$ cat src/rtl/mcu_el2_lsu_ecc_nbank.sv
// ---------------------------------------------------------------------------
// mcu_el2_lsu_ecc_nbank
//   Multi-bank DCCM SECDED engine. It checks and corrects read data for each
//   bank and generates ECC for write data. Corrected single-bit errors are
//   queued in a small writeback FIFO so that the fixed word can be scrubbed
//   back into the DCCM. Saturating SEC/DED counters and a sticky flag record
//   any dropped writeback.
//
// Ports
//   clk, rst        core clock, asynchronous active-high reset
//   ecc_disable     bypass checking: data passes raw, no errors, no pushes
//   rd_valid/addr/data/ecc   per-bank read check request and raw codeword
//   rsp_valid/data/sec/ded   per-bank check result (M- or R-stage)
//   wr_data / wr_ecc         per-bank write data and its generated ECC
//   wb_valid/ready/bank/addr/data/ecc   writeback FIFO head handshake
//   cnt_clr         synchronous clear of counters and overflow flag
//   sec_count, ded_count, wb_overflow   error statistics
// ---------------------------------------------------------------------------
module mcu_el2_lsu_ecc_nbank #(
    parameter int unsigned NUM_BANKS  = 2,
    parameter int unsigned DATA_WIDTH = 32,
    parameter int unsigned ADDR_WIDTH = 16,
    parameter int unsigned WB_DEPTH   = 4,
    parameter int unsigned CNT_WIDTH  = 16,
    parameter int unsigned PIPE_STAGE = 1,
    // P = smallest value with 2^P >= DATA_WIDTH + P + 1
    localparam int unsigned ECC_P     = (DATA_WIDTH <= 1)   ? 2 :
                                        (DATA_WIDTH <= 4)   ? 3 :
                                        (DATA_WIDTH <= 11)  ? 4 :
                                        (DATA_WIDTH <= 26)  ? 5 :
                                        (DATA_WIDTH <= 57)  ? 6 :
                                        (DATA_WIDTH <= 120) ? 7 :
                                        (DATA_WIDTH <= 247) ? 8 : 9,
    localparam int unsigned ECC_WIDTH = ECC_P + 1,
    localparam int unsigned BANK_W    = (NUM_BANKS > 1) ? $clog2(NUM_BANKS) : 1
) (
    input  logic                            clk,
    input  logic                            rst,
    input  logic                            ecc_disable,
    input  logic [NUM_BANKS-1:0]            rd_valid,
    input  logic [NUM_BANKS*ADDR_WIDTH-1:0] rd_addr,
    input  logic [NUM_BANKS*DATA_WIDTH-1:0] rd_data,
    input  logic [NUM_BANKS*ECC_WIDTH-1:0]  rd_ecc,
    output logic [NUM_BANKS-1:0]            rsp_valid,
    output logic [NUM_BANKS*DATA_WIDTH-1:0] rsp_data,
    output logic [NUM_BANKS-1:0]            rsp_sec,
    output logic [NUM_BANKS-1:0]            rsp_ded,
    input  logic [NUM_BANKS*DATA_WIDTH-1:0] wr_data,
    output logic [NUM_BANKS*ECC_WIDTH-1:0]  wr_ecc,
    output logic                            wb_valid,
    input  logic                            wb_ready,
    output logic [BANK_W-1:0]               wb_bank,
    output logic [ADDR_WIDTH-1:0]           wb_addr,
    output logic [DATA_WIDTH-1:0]           wb_data,
    output logic [ECC_WIDTH-1:0]            wb_ecc,
    input  logic                            cnt_clr,
    output logic [CNT_WIDTH-1:0]            sec_count,
    output logic [CNT_WIDTH-1:0]            ded_count,
    output logic                            wb_overflow
);

    localparam int unsigned P      = ECC_P;
    localparam int unsigned CODE_N = DATA_WIDTH + P;
    localparam int unsigned PTR_W  = $clog2(WB_DEPTH);
    localparam int unsigned SUM_W  = CNT_WIDTH + 4;

    // -----------------------------------------------------------------------
    // Code helpers. Data bits occupy the non-power-of-2 codeword positions
    // 1..CODE_N in ascending order; Hamming bit i covers positions with bit i set.
    // -----------------------------------------------------------------------
    function automatic logic [P-1:0] ecc_bits(input logic [DATA_WIDTH-1:0] d);
        logic [P-1:0] h;
        int unsigned  j;
        h = '0;
        j = 0;
        for (int unsigned pos = 1; pos <= CODE_N; pos++) begin
            if ((pos & (pos - 1)) != 0) begin
                for (int unsigned i = 0; i < P; i++) begin
                    if (pos[i]) h[i] = h[i] ^ d[j];
                end
                j++;
            end
        end
        return h;
    endfunction

    function automatic logic [ECC_WIDTH-1:0] ecc_gen(input logic [DATA_WIDTH-1:0] d);
        logic [P-1:0] h;
        h = ecc_bits(d);
        return {(^d) ^ (^h), h};
    endfunction

    // A syndrome that points at a check-bit position matches no data bit,
    // so the data is returned unchanged.
    function automatic logic [DATA_WIDTH-1:0] ecc_fix(input logic [DATA_WIDTH-1:0] d,
                                                      input logic [P-1:0]          syn);
        logic [DATA_WIDTH-1:0] r;
        int unsigned           j;
        r = d;
        j = 0;
        for (int unsigned pos = 1; pos <= CODE_N; pos++) begin
            if ((pos & (pos - 1)) != 0) begin
                if (pos == 32'(syn)) r[j] = ~d[j];
                j++;
            end
        end
        return r;
    endfunction

    function automatic logic [SUM_W-1:0] popcnt(input logic [NUM_BANKS-1:0] v);
        logic [SUM_W-1:0] c;
        c = '0;
        for (int unsigned i = 0; i < NUM_BANKS; i++) begin
            c = c + SUM_W'(v[i]);
        end
        return c;
    endfunction

    // -----------------------------------------------------------------------
    // Write-side ECC generation
    // -----------------------------------------------------------------------
    always_comb begin
        wr_ecc = '0;
        for (int unsigned b = 0; b < NUM_BANKS; b++) begin
            wr_ecc[b*ECC_WIDTH +: ECC_WIDTH] = ecc_gen(wr_data[b*DATA_WIDTH +: DATA_WIDTH]);
        end
    end

    // -----------------------------------------------------------------------
    // Check stage
    // -----------------------------------------------------------------------
    logic [NUM_BANKS-1:0]            chk_valid;
    logic [NUM_BANKS-1:0]            chk_sec;
    logic [NUM_BANKS-1:0]            chk_ded;
    logic [NUM_BANKS*DATA_WIDTH-1:0] chk_data;
    logic [DATA_WIDTH-1:0]           chk_d;
    logic [ECC_WIDTH-1:0]            chk_e;
    logic [P-1:0]                    chk_syn;
    logic                            chk_odd;
    logic                            chk_en;

    always_comb begin
        chk_valid = rd_valid;
        chk_sec   = '0;
        chk_ded   = '0;
        chk_data  = '0;
        chk_d     = '0;
        chk_e     = '0;
        chk_syn   = '0;
        chk_odd   = 1'b0;
        chk_en    = 1'b0;
        for (int unsigned b = 0; b < NUM_BANKS; b++) begin
            chk_d   = rd_data[b*DATA_WIDTH +: DATA_WIDTH];
            chk_e   = rd_ecc[b*ECC_WIDTH +: ECC_WIDTH];
            chk_syn = ecc_bits(chk_d) ^ chk_e[P-1:0];
            // Overall parity of the received codeword: odd => odd error count
            chk_odd = (^chk_d) ^ (^chk_e);
            chk_en  = rd_valid[b] & ~ecc_disable;
            if (rd_valid[b]) begin
                chk_sec[b] = chk_en & chk_odd;
                chk_ded[b] = chk_en & ~chk_odd & (chk_syn != '0);
                chk_data[b*DATA_WIDTH +: DATA_WIDTH] =
                    (chk_en & chk_odd) ? ecc_fix(chk_d, chk_syn) : chk_d;
            end
        end
    end

    // -----------------------------------------------------------------------
    // Response stage (M-stage passthrough or registered R-stage)
    // -----------------------------------------------------------------------
    logic [NUM_BANKS*ADDR_WIDTH-1:0] rsp_addr;

    generate
        if (PIPE_STAGE != 0) begin : g_pipe
            always_ff @(posedge clk or posedge rst) begin
                if (rst) begin
                    rsp_valid <= '0;
                    rsp_data  <= '0;
                    rsp_sec   <= '0;
                    rsp_ded   <= '0;
                    rsp_addr  <= '0;
                end else begin
                    rsp_valid <= chk_valid;
                    rsp_data  <= chk_data;
                    rsp_sec   <= chk_sec;
                    rsp_ded   <= chk_ded;
                    rsp_addr  <= rd_addr;
                end
            end
        end else begin : g_comb
            always_comb begin
                rsp_valid = chk_valid;
                rsp_data  = chk_data;
                rsp_sec   = chk_sec;
                rsp_ded   = chk_ded;
                rsp_addr  = rd_addr;
            end
        end
    endgenerate

    // -----------------------------------------------------------------------
    // Writeback FIFO
    // -----------------------------------------------------------------------
    logic [BANK_W-1:0]     fifo_bank [WB_DEPTH];
    logic [ADDR_WIDTH-1:0] fifo_addr [WB_DEPTH];
    logic [DATA_WIDTH-1:0] fifo_data [WB_DEPTH];
    logic [PTR_W-1:0]      wr_ptr;
    logic [PTR_W-1:0]      rd_ptr;
    logic [PTR_W:0]        occ;
    logic [PTR_W:0]        free_slots;
    logic [PTR_W:0]        push_cnt;
    logic [NUM_BANKS-1:0]  push_en;
    logic [PTR_W-1:0]      push_slot [NUM_BANKS];
    logic                  push_drop;
    logic                  pop;

    assign wb_valid = (occ != '0);
    assign pop      = wb_valid & wb_ready;

    // Slots are handed out in ascending bank order against the registered
    // occupancy, so a same-cycle pop never makes room and the highest banks
    // are the ones dropped.
    always_comb begin
        free_slots = (PTR_W+1)'(WB_DEPTH) - occ;
        push_cnt   = '0;
        push_en    = '0;
        push_drop  = 1'b0;
        for (int unsigned b = 0; b < NUM_BANKS; b++) begin
            push_slot[b] = wr_ptr + push_cnt[PTR_W-1:0];
            if (rsp_sec[b]) begin
                if (push_cnt < free_slots) begin
                    push_en[b] = 1'b1;
                    push_cnt   = push_cnt + (PTR_W+1)'(1);
                end else begin
                    push_drop = 1'b1;
                end
            end
        end
    end

    always_ff @(posedge clk) begin
        for (int unsigned b = 0; b < NUM_BANKS; b++) begin
            if (push_en[b]) begin
                fifo_bank[push_slot[b]] <= BANK_W'(b);
                fifo_addr[push_slot[b]] <= rsp_addr[b*ADDR_WIDTH +: ADDR_WIDTH];
                fifo_data[push_slot[b]] <= rsp_data[b*DATA_WIDTH +: DATA_WIDTH];
            end
        end
    end

    always_ff @(posedge clk or posedge rst) begin
        if (rst) begin
            wr_ptr <= '0;
            rd_ptr <= '0;
            occ    <= '0;
        end else begin
            wr_ptr <= wr_ptr + push_cnt[PTR_W-1:0];
            rd_ptr <= rd_ptr + PTR_W'(pop);
            occ    <= occ + push_cnt - (PTR_W+1)'(pop);
        end
    end

    assign wb_bank = fifo_bank[rd_ptr];
    assign wb_addr = fifo_addr[rd_ptr];
    assign wb_data = fifo_data[rd_ptr];

    always_comb begin
        wb_ecc = ecc_gen(wb_data);
    end

    // -----------------------------------------------------------------------
    // Statistics
    // -----------------------------------------------------------------------
    logic [SUM_W-1:0] sec_sum;
    logic [SUM_W-1:0] ded_sum;

    always_comb begin
        sec_sum = SUM_W'(sec_count) + popcnt(rsp_sec);
        ded_sum = SUM_W'(ded_count) + popcnt(rsp_ded);
    end

    always_ff @(posedge clk or posedge rst) begin
        if (rst) begin
            sec_count   <= '0;
            ded_count   <= '0;
            wb_overflow <= 1'b0;
        end else if (cnt_clr) begin
            sec_count   <= '0;
            ded_count   <= '0;
            wb_overflow <= 1'b0;
        end else begin
            sec_count <= (|sec_sum[SUM_W-1:CNT_WIDTH]) ? '1 : sec_sum[CNT_WIDTH-1:0];
            ded_count <= (|ded_sum[SUM_W-1:CNT_WIDTH]) ? '1 : ded_sum[CNT_WIDTH-1:0];
            if (push_drop) wb_overflow <= 1'b1;
        end
    end

endmodule
$ cat config.mk
export PLATFORM = sky130hd
export DESIGN_NAME = mcu_el2_lsu_ecc_nbank
export DESIGN_NICKNAME = d
export VERILOG_FILES = /design/src/rtl/mcu_el2_lsu_ecc_nbank.sv
export SDC_FILE = /design/constraint.sdc
export NUM_CORES = 1
export LEC_CHECK = 0
export CORE_MARGIN = 2
export CORE_UTILIZATION = 50
export CTS_CLUSTER_DIAMETER = 40
export DETAILED_ROUTE_END_ITERATION = 7
export GPL_ROUTABILITY_DRIVEN = 0
export PLACE_DENSITY = 0.76
export SYNTH_ARGS = -nofsm -noshare
export SYNTH_HDL_FRONTEND = slang
export SYNTH_SLANG_ARGS = --single-unit
$ cat constraint.sdc
create_clock -name clk -period 7.2 [get_ports clk]
set_input_delay 2.16 -clock clk [delete_from_list [all_inputs] [get_ports clk]]
set_output_delay 2.16 -clock clk [all_outputs]
set_load 0.02 [all_outputs]
---- After elaboration in Yosys (flattened, before gate mapping) ----
Memories as Yosys holds them, arrays and structs flattened.
Cells that the tools add are included.
storage, ports and cells
  input bits .............................. 181
  memory bits (writable) .................. 196
  bits in read-only memories .............. 0
  memories ................................ 3
  logic and storage cells ................. 1,384
  flip-flop bits (word level) ............. 142
  output and inout port bits .............. 174
  bits in latches ......................... 0
cells by class
  equal/unequal tests ..................... 64
  bitwise operators ....................... 503
  add/sub/neg operators ................... 71
  order comparisons ....................... 126
  reductions and logical operators ........ 78
  mux-type cells .......................... 528
  shifts and indexed selects .............. 0
  $mul .................................... 0
  div/mod/pow operators ................... 0
memories
  name       words  width  read ports  clocked after memory_dff  write ports  line  text
  fifo_data  4      32     1           0                         2            206   logic [DATA_WIDTH-1:0] fifo_data [WB_DEPTH];
  fifo_addr  4      16     1           0                         2            205   logic [ADDR_WIDTH-1:0] fifo_addr [WB_DEPTH];
  fifo_bank  4      1      1           0                         2            204   logic [BANK_W-1:0] fifo_bank [WB_DEPTH];
operators by type and width
  kind                                                                            count
  32-bit two-way mux                                                              188
  32-bit bitwise mux                                                              62
  32-bit by 1-bit >= comparator with 1-bit output (second input constant)         62
  32-bit by 6-bit less-than comparator with 1-bit output (second input constant)  62
  32-bit by 1-bit adder with 32-bit output (second input constant)                60
  1-bit XOR                                                                       425
  1-bit binary-select mux with 5-bit select                                       62
  1-bit demux with 5-bit select                                                   62
  5-bit by 6-bit equality test with 1-bit output (first input constant)           30
  32-bit XOR reduction                                                            5
  1-bit two-way mux                                                               147
  4-bit by 6-bit equality test with 1-bit output (first input constant)           14
  6-bit equality test (first input constant)                                      12
  1-bit inverter                                                                  67
  16-bit two-way mux                                                              4
  1-bit logical AND                                                               62
  16-bit by 20-bit adder with 20-bit output                                       2
  3-bit by 6-bit equality test with 1-bit output (first input constant)           6
  6-bit XOR reduction                                                             3
  7-bit XOR reduction                                                             2
  2-bit by 6-bit equality test with 1-bit output (first input constant)           2
  6-bit nonzero test                                                              2
  6-bit XOR                                                                       2
  1-bit bitwise AND                                                               9
  13 further kinds                                                                18

---- Logic depth before layout (Yosys ltp) ----
Gate-level depths: netlist (run 1).
  depth in word-level cells ............... 115
  depth in mapped cells ................... 14

---- Worst setup path before layout (run 1) ----
No wires, ideal clock.
  path kind ............................... in2out
  start ................................... in wr_data[24]
  end ..................................... out wr_ecc[6]
  setup slack ............................. 795 ps
  path buffers ............................ 0
  data required time ...................... 5,040 ps
  arrival time ............................ 4,245 ps
  cell stages on the path ................. 7
  cells stage by stage .................... xnor2_1 > xnor2_1 > xnor2_1 > xnor2_1 > xnor2_1 > xor3_1 > xor2_1
between the ends
  elaborated cells on any way between the ends .. 17
RTL lines
  element                  line  text
  from (decl)              48    input logic [NUM_BANKS*DATA_WIDTH-1:0] wr_data,
  1-bit XOR (2 in series)  79    if (pos[i]) h[i] = h[i] ^ d[j];
  net wr_ecc[4]            49    output logic [NUM_BANKS*ECC_WIDTH-1:0] wr_ecc,
  6-bit XOR reduction      90    return {(^d) ^ (^h), h};
  1-bit XOR                90
  to (decl)                49
The timed path passes the listed nets, and every way through them passes these cells.

---- Final worst setup path (run 1) ----
  start ................................... in wr_data[20]
  end ..................................... out wr_ecc[6]
between the ends
  cells in the longest elaborated chain, start to end .. 9
  elaborated cells on any way between the ends .. 22
ends and longest elaborated chain
  element                  line
  1-bit XOR (7 in series)  79
  6-bit XOR reduction      90
  1-bit XOR *              90
Mark *: on every way between the ends. The rest lies on a longest branch, timed or not.

==> flow_summary.ini, run 1 <==
[sta]
worst_slew_margin_rel_pct = 20.00
fin_skew_ns = 0.02836
maxSlewViolCount = 0
final.setup.worst_slack_ns = 0.1421
setup-tns-final_ns = 0
setup_viol = 0
layout_min_cycle_time_ns = 7.058
fin_crit_sh_pct = 98.03
holdWs_ns = 0.4478
tightest_slew_ns = 1.196
fmax_ghz = 0.1417
final_hold_viol_count = 0

[drt]
wl_per_cell_um = 22.11
drtIter0Drc = 686
dr.pass1.iters = 5
via_per_inst = 5.356
drt_wl_total_um = 50520
vias = 12239
drc = 0
drtAntennaViolNets = 0

[power]
vdd_ir_drop_max_uv = 1127
power.total_mw = 12.03
seqPwrFrac_pct = 21.8
cellInternalPower_mw = 7.360
power_switching_mw = 4.669
p_per_area_nw_per_um2 = 486.1
switching_share_pct = 38.81
power.leakage_nw = 9.356
clockPowerShare_pct = 19.2
comb_power_share_pct = 59.1

[worst_setup_path]
critPathKind = in -> out
cp-end-kind = output port
cp.required_ns = 5.04
worst_path_max_delay_cell = clkdlybuf4s50_1
critPathMaxStageDelay_ns = 0.62
path_buf_inv = 2
path_cells = clkdlybuf4s50_1 -> xor2_1 -> xnor2_1 -> xnor2_1 -> xnor2_1 -> xnor2_1 -> xor3_1 -> xor2_1 -> clkdlybuf4s50_1
cp-start-kind = input pin
critical_path.most_common_cell = xnor2_1
cp_max_fo = 2
arrival_ns = 4.90
crit_family = XOR/XNOR gates

[synth]
ys_types = 50
syn_nets = 1569
synth-edff-count = 192
synth_xor_area_share_pct = 21.10
synth-compound-area-share_pct = 2.111
ys_seq_area_share_pct = 49.40
synthAdderAreaFrac_pct = 1.289
synthCells = 1371
synth_top_family_by_area = XOR/XNOR gates
yosysWarningCount = 0
synth-simple-area-share_pct = 6.957
synth-seq-cells = 338
yosys_most_used_dff = edfxtp_1
syn_area_sq_um = 19030
synth_async_sr_flop_share_pct = 42.01
muxShareOfSynthArea_pct = 17.43
synth_area_per_cell_sq_um = 13.88

[clock_tree]
cts-root-buf = clkbuf_16
clkSlewWorstSetupHoldPaths_ns = 0.06
cts.path.max_buffers = 3
cts-buffers-inserted = 49
cts_tree = yes
htreeDepth = 2
numClockSinks = 338
cts_setup_buffers = 0
worstSkewPairLatency_ns = 0.58

[placement]
placed_cell_area_sq_um = 23130
portBuffers = 354
dpl_worst_slack_ns = 0.1255
place_hpwl_um = 36990

[grt]
grt_max_degree = 105
grt_pass1_vias = 12667
grt_usage_pct = 25.68
antenna_found_initial = 0
grt_overflow_total = 0
grt_pass1_wl_um = 75910

[floorplan]
dieArea_sq_um = 39630
die_x_um = 199.1
io_pins = 355
coreArea_sq_um = 37580
placementRows = 71
initial_core_util_pct = 50.63
die_h_um = 199.1

[layout]
area_growth_pct = 30.05
n_antenna_cell = 0
fin_nets = 1933
layout_commonest_cell = clkdlybuf4s50_1
drive_gt1_share_pct = 20.57
final_area_sq_um = 24750
layout_common_cells = clkdlybuf4s50_1, xnor2_1, mux2_2, edfxtp_1, dfrtp_1

[outcome]
status = finished, final reports clean

[worst_hold_path]
hold_class = reg -> reg

[run]
drv_cap = 0
-- synthesized netlist by cell type (all sizes together), types with 4 or more instances --
cell,instances,area share (%)
a21oi,27,0.71
and2,70,2.3
edfxtp,192,30
nand3,31,0.82
buf,32,0.80
dfxtp,4,0.42
nand4,17,0.56
nand3b,6,0.24
nor2b,9,0.30
and3,5,0.16
xnor2,262,12
nand2b,7,0.23
nor2,15,0.30
mux4,49,5.8
a211oi,18,0.97
mux2i,5,0.26
xor2,106,4.9
dfrtp,142,19
nor3b,12,0.47
xor3,6,0.75
xnor3,28,3.3
ha,14,0.92
nor3,21,0.55
nand2,27,0.53
clkbuf,25,0.49
inv,22,0.43
mux2,192,11
-- metrics by stage --
stage / utilization, % / instances
after detailed placement: 61.55 / 2195
after global routing: 65.85 / 2285
after CTS: 65.81 / 2285
final: 65.85 / 2285
after floorplan: - / 1371
after global placement: 61.55 / 2195
-- flip-flops by register name, summed over array words and instances, names as in the netlist, 3 cells and up --
name	count
fifo_addr	64
ded_count	16
rsp_addr	32
occ	3
sec_count	16
rsp_data	64
fifo_data	128
fifo_bank	4
-- logic make-up after synthesis --
group / count (synthesis)
buffers and inverters: 79
multiplexers: 246
AO/OA/AOI/OAI: 57
adder cells (fa/ha/maj): 18
flip-flops: 338
XOR/XNOR: 402
AND/OR/NAND/NOR: 231
-- layout make-up --
class	instances	area (sq um)
clock buffers	59	1305
clock inverters	31	296.5
fillers	2861	12830
inverters	22	87.58
multi-input cells	954	9349
flip-flops and latches	338	9404
well taps	511	639.4
repair buffers	370	3664
-- power groups by stage --
stage	registers, mW	logic, mW	clock network [mW]
final	2.62	7.11	2.30
after CTS	2.63	7.17	2.35
after floorplan	2.57	4.65	0
after global routing	2.65	7.60	2.44
after detailed placement	2.66	7.15	0
after global placement	2.64	7.08	0
-- worst register-to-register path: stages (launching register included) --
cell	delay, ns
dfrtp_1	0.36
inv_1	0.08
ha_1	0.18
ha_1	0.27
nand2b_1	0.12
nor2_1	0.07
nor2b_1	0.31
ha_1	0.27
xnor2_1	0.19
nand3_2	0.14
nand2_2	0.50
buf_4	0.51
-- repair_timing --
action | CTS | global route
setup endpoints to repair | 0 | 1
hold buffers | 0 | 0
hold endpoints to repair | 0 | 0
resized for setup | 0 | 2
-- final timing paths --
check	start	end	slack, ns	depth (start not counted)
max in group asynchronous	rst	rd_ptr[0]$_DFF_PP0_	3.95	3
worst max register to register	occ[0]$_DFF_PP0_	fifo_data[1][3]$_DFFE_PP_	3.79	11
worst max-delay path	wr_data[20]	wr_ecc[6]	0.14	9
min in group asynchronous	rst	sec_count[0]$_DFF_PP0_	2.16	2
worst min-delay path	fifo_bank[3]$_DFF_P_	fifo_bank[3]$_DFF_P_	0.45	2
worst min register to register	fifo_bank[3]$_DFF_P_	fifo_bank[3]$_DFF_P_	0.45	2
-- metal layers --
layer / routed length (um) / vias to the layer above / global-route usage (%)
met2: 24930 / 469 / 43.31
met5: 0 / - / 0
met4: 1234 / 0 / 7.794
li1: - / 5655 / -
met3: 3695 / 75 / 5.637
met1: 20670 / 6040 / 33.22
Power figures use the tool's default switching activity.
==> run 2, diff against run 1 <==
--- a/config.mk
+++ b/config.mk
@@ -5,12 +5,14 @@
 export SDC_FILE = /design/constraint.sdc
 export NUM_CORES = 1
 export LEC_CHECK = 0
+export ABC_AREA = 1
 export CORE_MARGIN = 2
 export CORE_UTILIZATION = 50
 export CTS_CLUSTER_DIAMETER = 40
 export DETAILED_ROUTE_END_ITERATION = 7
 export GPL_ROUTABILITY_DRIVEN = 0
-export PLACE_DENSITY = 0.76
+export PLACE_DENSITY = 0.75
+export SKIP_CTS_REPAIR_TIMING = 1
 export SYNTH_ARGS = -nofsm -noshare
 export SYNTH_HDL_FRONTEND = slang
 export SYNTH_SLANG_ARGS = --single-unit
==> run 2 against run 1 <==
Against the previous run:
- the run now ends with DRC left
- final cell count is 60% higher
- sequential share of layout area is 3.2 points lower
- final area is 9.1% higher
- critical path type unchanged
- critical endpoint unchanged
- highest routed layer unchanged
==> flow_summary.ini, run 2 <==
[outcome]
status = finished with violations
violations = DRC

[worst_setup_path]
critPathKind = in -> out
cp-end-kind = output port
critPathMaxStageDelay_ns = 0.59
path_cells = clkdlybuf4s50_1 -> xnor2_1 -> xnor2_1 -> xor2_1 -> xor2_1 -> nand2_1 -> nand2_1 -> inv_1 -> nand3_1 -> nand2_1 -> nand2_1 -> nand2_1 -> inv_1 -> nand2_1 -> nand2_1 -> clkdlybuf4s50_1
cp.required_ns = 5.04
cp-start-kind = input pin
r2r_cells = 19
reg2reg_setup_slack_ns = 3.00
critPathCapture = wr_ecc[6]
critical_path.most_common_cell = nand2_1
reg2reg_from = occ[0]$_DFF_PP0_
cp_max_fo = 2
worst_path_max_delay_cell = clkdlybuf4s50_1
arrival_ns = 5.00
r2r_end = fifo_data[2][16]$_DFFE_PP_
crit_path_start = wr_data[21]

[layout]
layout_commonest_cell = nand2_1
layout.area.seq_sq_um = 9402
drive_gt1_share_pct = 5.077
area_growth_pct = 25.97
final_area_sq_um = 27000
nFillCells = 3511
utilization_pct = 64.07
fin_nets = 3272
multi_input_area_sq_um = 10640
layout_common_cells = nand2_1, clkdlybuf4s50_1, o21ai_0, inv_1, edfxtp_1
final_cells = 3652
largest_register_ffs = 128

[sta]
worst_slew_margin_rel_pct = 25.57
holdWs_ns = 0.4509
layout_min_cycle_time_ns = 7.162
fmax_ghz = 0.1396
rsz0062_at_grt = yes
setup_viol = 0
setup-tns-final_ns = 0
tightest_slew_ns = 1.116
fin_skew_ns = 0.03140
final_hold_viol_count = 0
final.setup.worst_slack_ns = 0.03819
maxSlewViolCount = 0
fin_crit_sh_pct = 99.47

[drt]
drc = 8
via_per_inst = 5.423
vias = 19804
wl_per_cell_um = 17.70
drtIter0Drc = 2062
drt_wl_total_um = 64640
dr.pass1.iters = 8
drtAntennaViolNets = 0

[synth]
synth-seq-cells = 338
synth_async_sr_flop_share_pct = 42.01
synth-edff-count = 192
syn_area_sq_um = 21430
synth_common_cells = nand2_1, inv_1, o21ai_0
synth_area_per_cell_sq_um = 7.773
synthCells = 2757
yosys.area.top_type_share_pct = 26.90
synth.most_common_cell = nand2_1
yosysTopAreaCell = edfxtp_1
ys_seq_area_share_pct = 43.86
synthTopCellsByArea = edfxtp_1, dfrtp_1, nand2_1
syn_nets = 2955
yosysWarningCount = 0
ys_types = 42
yosys_most_used_dff = edfxtp_1

[power]
comb_power_share_pct = 59.7
switching_share_pct = 46.34
p_per_area_nw_per_um2 = 452.9
power.total_mw = 12.23
power.leakage_nw = 11.67
cellInternalPower_mw = 6.560
power_switching_mw = 5.665
seqPwrFrac_pct = 21.3
clockPowerShare_pct = 19.0
vdd_ir_drop_max_uv = 989.5

[placement]
dpl_worst_slack_ns = 0.01122
place_hpwl_um = 47200
dp.cells = 3564
placed_cell_area_sq_um = 25360
portBuffers = 354

[floorplan]
io_pins = 355
die_x_um = 211.0
dieArea_sq_um = 44530
die_h_um = 211.0
initial_core_util_pct = 50.86
placementRows = 75
coreArea_sq_um = 42130

[grt]
busiest_layer = met2
grtUsageMet3_pct = 4.044
grt_usage_pct = 28.60
grt_pass1_vias = 18787
grt_use_met2_pct = 47.94
grt_max_degree = 104
grt_use_met1_pct = 38.37
grt_pass1_wl_um = 100100
grt_overflow_total = 0
antenna_found_initial = 1

[clock_tree]
worstSkewPairLatency_ns = 0.56
cts_tree = yes
cts-root-buf = clkbuf_16
cts-buffers-inserted = 46
numClockSinks = 338
clkSlewWorstSetupHoldPaths_ns = 0.05
htreeDepth = 2
cts.path.max_buffers = 3

[worst_hold_path]
hold_class = reg -> reg

[run]
drv_cap = 0
run 2: cell count changes after synthesis, sizes merged, moves of 43 or more:
| cell | delta |
|---|---|
| inv | +228 |
| mux2 | -192 |
| mux4 | -49 |
| xnor2 | -66 |
| nor2 | +170 |
| nand2 | +884 |
| xor2 | +44 |
| o21ai | +241 |
| clkbuf | +43 |
| and2 | -70 |
| nand3 | +159 |
| a21oi | +51 |
run 2: cells by family (layout without fill, tap and decap cells):
kind of cell    Yosys count  after routing  share of synthesized area (%)
compound gates          347            347                          8.290
fa+ha+maj                17             17                          1.098
buf+inv                 361            716                          6.615
flops                   338            338                          43.86
simple gates           1348           1348                          25.72
other cells               0              1                              0
xor+xnor                346            346                          14.42
run 2: metal layers:
layer,wire (um),vias to the layer above
met5,0,-
met4,1931,0
met3,5799,140
met2,30990,930
met1,25920,9245
li1,-,9489
run 2: final cells by class:
| class | count | area share [%] |
|---|---|---|
| multi-input combinational | 2058 | 39.40 |
| sequential | 338 | 34.83 |
| timing repair buffer | 377 | 13.77 |
| clock buffer | 54 | 4.602 |
| inverter | 253 | 3.536 |
| tap | 539 | 2.498 |
| clock inverter | 32 | 1.353 |
| antenna | 1 | 0.009270 |
run 2: worst min path at each step:
stage,start,end,slack (ns),cells after the start
floorplan,fifo_bank[1]$_DFF_P_,fifo_bank[1]$_DFF_P_,0.41,2
global placement,fifo_bank[1]$_DFF_P_,fifo_bank[1]$_DFF_P_,0.43,2
detailed placement,fifo_bank[1]$_DFF_P_,fifo_bank[1]$_DFF_P_,0.44,2
CTS,fifo_bank[1]$_DFF_P_,fifo_bank[1]$_DFF_P_,0.46,2
global route,fifo_bank[1]$_DFF_P_,fifo_bank[1]$_DFF_P_,0.48,2
finish,fifo_bank[1]$_DFF_P_,fifo_bank[1]$_DFF_P_,0.45,2
run 2: worst max-delay path, delay by kind of cell:
kind / cells / cell delay (ns)
xor+xnor: 4 / 1.07
simple gates: 8 / 0.58
buf+inv: 4 / 1.18
run 2: power groups by stage:
| stage | clock network [mW] | registers, mW | logic (mW) |
|---|---|---|---|
| after floorplan | 0 | 2.63 | 4.81 |
| after global placement | 0 | 2.63 | 7.02 |
| after detailed placement | 0 | 2.64 | 7.25 |
| after CTS | 2.35 | 2.60 | 7.27 |
| after global routing | 2.43 | 2.63 | 8.03 |
| final | 2.33 | 2.60 | 7.30 |
==> run 3, diff against run 2 <==
--- a/config.mk
+++ b/config.mk
@@ -11,6 +11,7 @@
 export CTS_CLUSTER_DIAMETER = 40
 export DETAILED_ROUTE_END_ITERATION = 7
 export GPL_ROUTABILITY_DRIVEN = 0
+export MAX_ROUTING_LAYER = met4
 export PLACE_DENSITY = 0.75
 export SKIP_CTS_REPAIR_TIMING = 1
 export SYNTH_ARGS = -nofsm -noshare
==> run 3 against run 2 <==
Against the previous run:
- the run now ends clean
- first-iteration DRC count decreased by 5.7%
- via count grew 0.11%
- register-to-register slack got worse by 0.02 ns
- routed wire length is 0.30% higher
- largest cell class unchanged
- clock power about the same
- final cell count barely moved
- combinational power about the same
- worst hold slack improved by 0.0020 ns
- critical path type unchanged
- maximum frequency increased by 4.6%
- power increased by 0.15%
- sequential cell count did not move
- sequential power about the same
==> flow_summary.ini, run 3 (same netlist as run 2, synthesis figures left out) <==
[worst_setup_path]
cp.required_ns = 5.04
reg2reg_setup_slack_ns = 2.98
worst_path_max_delay_cell = clkdlybuf4s50_1
critPathMaxStageDelay_ns = 0.51
path_cells = clkdlybuf4s50_1 -> nor2_1 -> nor2_1 -> xor2_1 -> buf_4 -> xor2_1 -> xor2_1 -> xnor2_1 -> inv_1 -> nand2_1 -> nand2_1 -> nand2_1 -> nand2_1 -> nand2_1 -> inv_1 -> nor2_1 -> dlymetal6s2s_1
path_buf_inv = 5
r2r_cells = 19
crit_family = buffers and inverters
reg2reg_from = occ[0]$_DFF_PP0_
critical_path.most_common_cell = nand2_1
critPathKind = in -> out
cp-end-kind = output port
cp_max_fo = 3
arrival_ns = 4.69
cp-start-kind = input pin
r2r_end = fifo_data[2][16]$_DFFE_PP_

[floorplan]
die_h_um = 211.0
initial_core_util_pct = 50.86
dieArea_sq_um = 44530
io_pins = 355
placementRows = 75
coreArea_sq_um = 42130
die_x_um = 211.0

[clock_tree]
cts.path.max_buffers = 3
numClockSinks = 338
cts_tree = yes
worstSkewPairLatency_ns = 0.55
htreeDepth = 2
clkSlewWorstSetupHoldPaths_ns = 0.05
cts-buffers-inserted = 46
cts-root-buf = clkbuf_16

[sta]
tightest_slew_ns = 1.122
rsz0062_at_grt = no
setup-tns-final_ns = 0
layout_min_cycle_time_ns = 6.845
maxSlewViolCount = 0
fin_skew_ns = 0.02640
fmax_ghz = 0.1461
worst_slew_margin_rel_pct = 25.22
setup_viol = 0
fin_crit_sh_pct = 95.08
final_hold_viol_count = 0

[worst_hold_path]
whs_path_depth = 2
holdPathEnd = fifo_bank[1]$_DFF_P_
hold_class = reg -> reg
hp-start = fifo_bank[1]$_DFF_P_

[power]
clockPowerShare_pct = 19.0
p_per_area_nw_per_um2 = 452.7
power.leakage_nw = 11.70
vdd_ir_drop_max_uv = 991.6
seqPwrFrac_pct = 21.3
power.total_mw = 12.24
cellInternalPower_mw = 6.561
power_switching_mw = 5.682
switching_share_pct = 46.41
comb_power_share_pct = 59.7

[drt]
via_per_inst = 5.427
drt_wl_total_um = 64830
wl_per_cell_um = 17.75
drtAntennaViolNets = 0
dr.pass1.iters = 5
vias = 19826
drc = 0
drtIter0Drc = 1944

[grt]
busiest_layer = met2
grt_use_met1_pct = 38.71
grtUsageMet3_pct = 3.702
grt_usage_pct = 29.45
grt_overflow_total = 0
grt_pass1_vias = 18772
grt_use_met2_pct = 47.80
grt_pass1_wl_um = 100100
grt_max_degree = 104
antenna_found_initial = 1

[layout]
area_growth_pct = 26.19
drive_gt1_share_pct = 5.268
nFillCells = 3496
layout_commonest_cell = nand2_1
multi_input_area_sq_um = 10670
largest_register_ffs = 128
fin_nets = 3273
layout_common_cells = nand2_1, clkdlybuf4s50_1, o21ai_0, inv_1, edfxtp_1
layout.area.seq_sq_um = 9402

[outcome]
status = finished, final reports clean

[run]
drv_cap = 0

[placement]
portBuffers = 354
place_hpwl_um = 47200
==> run 3: changes by cell type in the layout (fill, tap and decap cells not counted) <==
cell             before  now
dlymetal6s2s_1        1    2
xor2_1              147  145
clkdlybuf4s50_1     353  352
xor2_2                3    5
buf_4                23   24
xnor2_1             189  186
xnor2_2               7   10
==> run 3: area by class of cell <==
cell class              instances  area share (%)
multi-input cells            2058           39.47
clock buffers                  54           4.594
inverters                     253           3.530
clock inverters                32           1.351
repair buffers                378           13.79
diodes                          1        0.009253
flip-flops and latches        338           34.76
well taps                     539           2.494
==> run 3: metal layers <==
| metal | vias to the layer above | wire (um) |
|---|---|---|
| li1 | 9479 | - |
| met3 | 158 | 5137 |
| met4 | 0 | 2062 |
| met5 | - | 0 |
| met2 | 903 | 31030 |
| met1 | 9286 | 26600 |
==> run 3: per-stage QoR <==
stage	std cells	area, sq um	utilization (%)	setup WS [ns]	hold WS, ns
after floorplan	2757	21430	-	0.7930	0.4136
after global placement	3564	25360	60.18	0.1591	0.4289
after detailed placement	3564	25360	60.18	0.01122	0.4434
after CTS	3650	26970	64.00	0.01047	0.4579
after global routing	3653	27040	64.18	0.1686	0.4804
final	3653	27040	64.18	0.3545	0.4529
==> run 3: how the worst max path moves through the flow <==
stage	start	endpoint	slack [ns]	cells past startpoint
after floorplan	wr_data[57]	wr_ecc[13]	0.79	13
after global placement	wr_data[17]	wr_ecc[6]	0.16	16
after detailed placement	wr_data[40]	wr_ecc[13]	0.01	15
after CTS	wr_data[57]	wr_ecc[13]	0.01	17
after global routing	rd_ptr[0]$_DFF_PP0_	wb_ecc[6]	0.17	24
final	wr_data[57]	wr_ecc[13]	0.35	17
==> run 3: power groups by stage <==
| stage | Sequential (mW) | Combinational (mW) | Clock [mW] |
|---|---|---|---|
| 2_1_floorplan | 2.63 | 4.81 | 0 |
| 3_3_place_gp | 2.63 | 7.02 | 0 |
| 3_5_place_dp | 2.64 | 7.25 | 0 |
| 4_1_cts | 2.60 | 7.27 | 2.35 |
| 5_1_grt | 2.63 | 8.03 | 2.43 |
| 6_report | 2.60 | 7.31 | 2.33 |
==> run 3: tightest hold or removal path, cell delays in order, from the launching register on <==
cell and delay (ns):
dfxtp_1 0.32, nand2_1 0.05, nand2_1 0.05
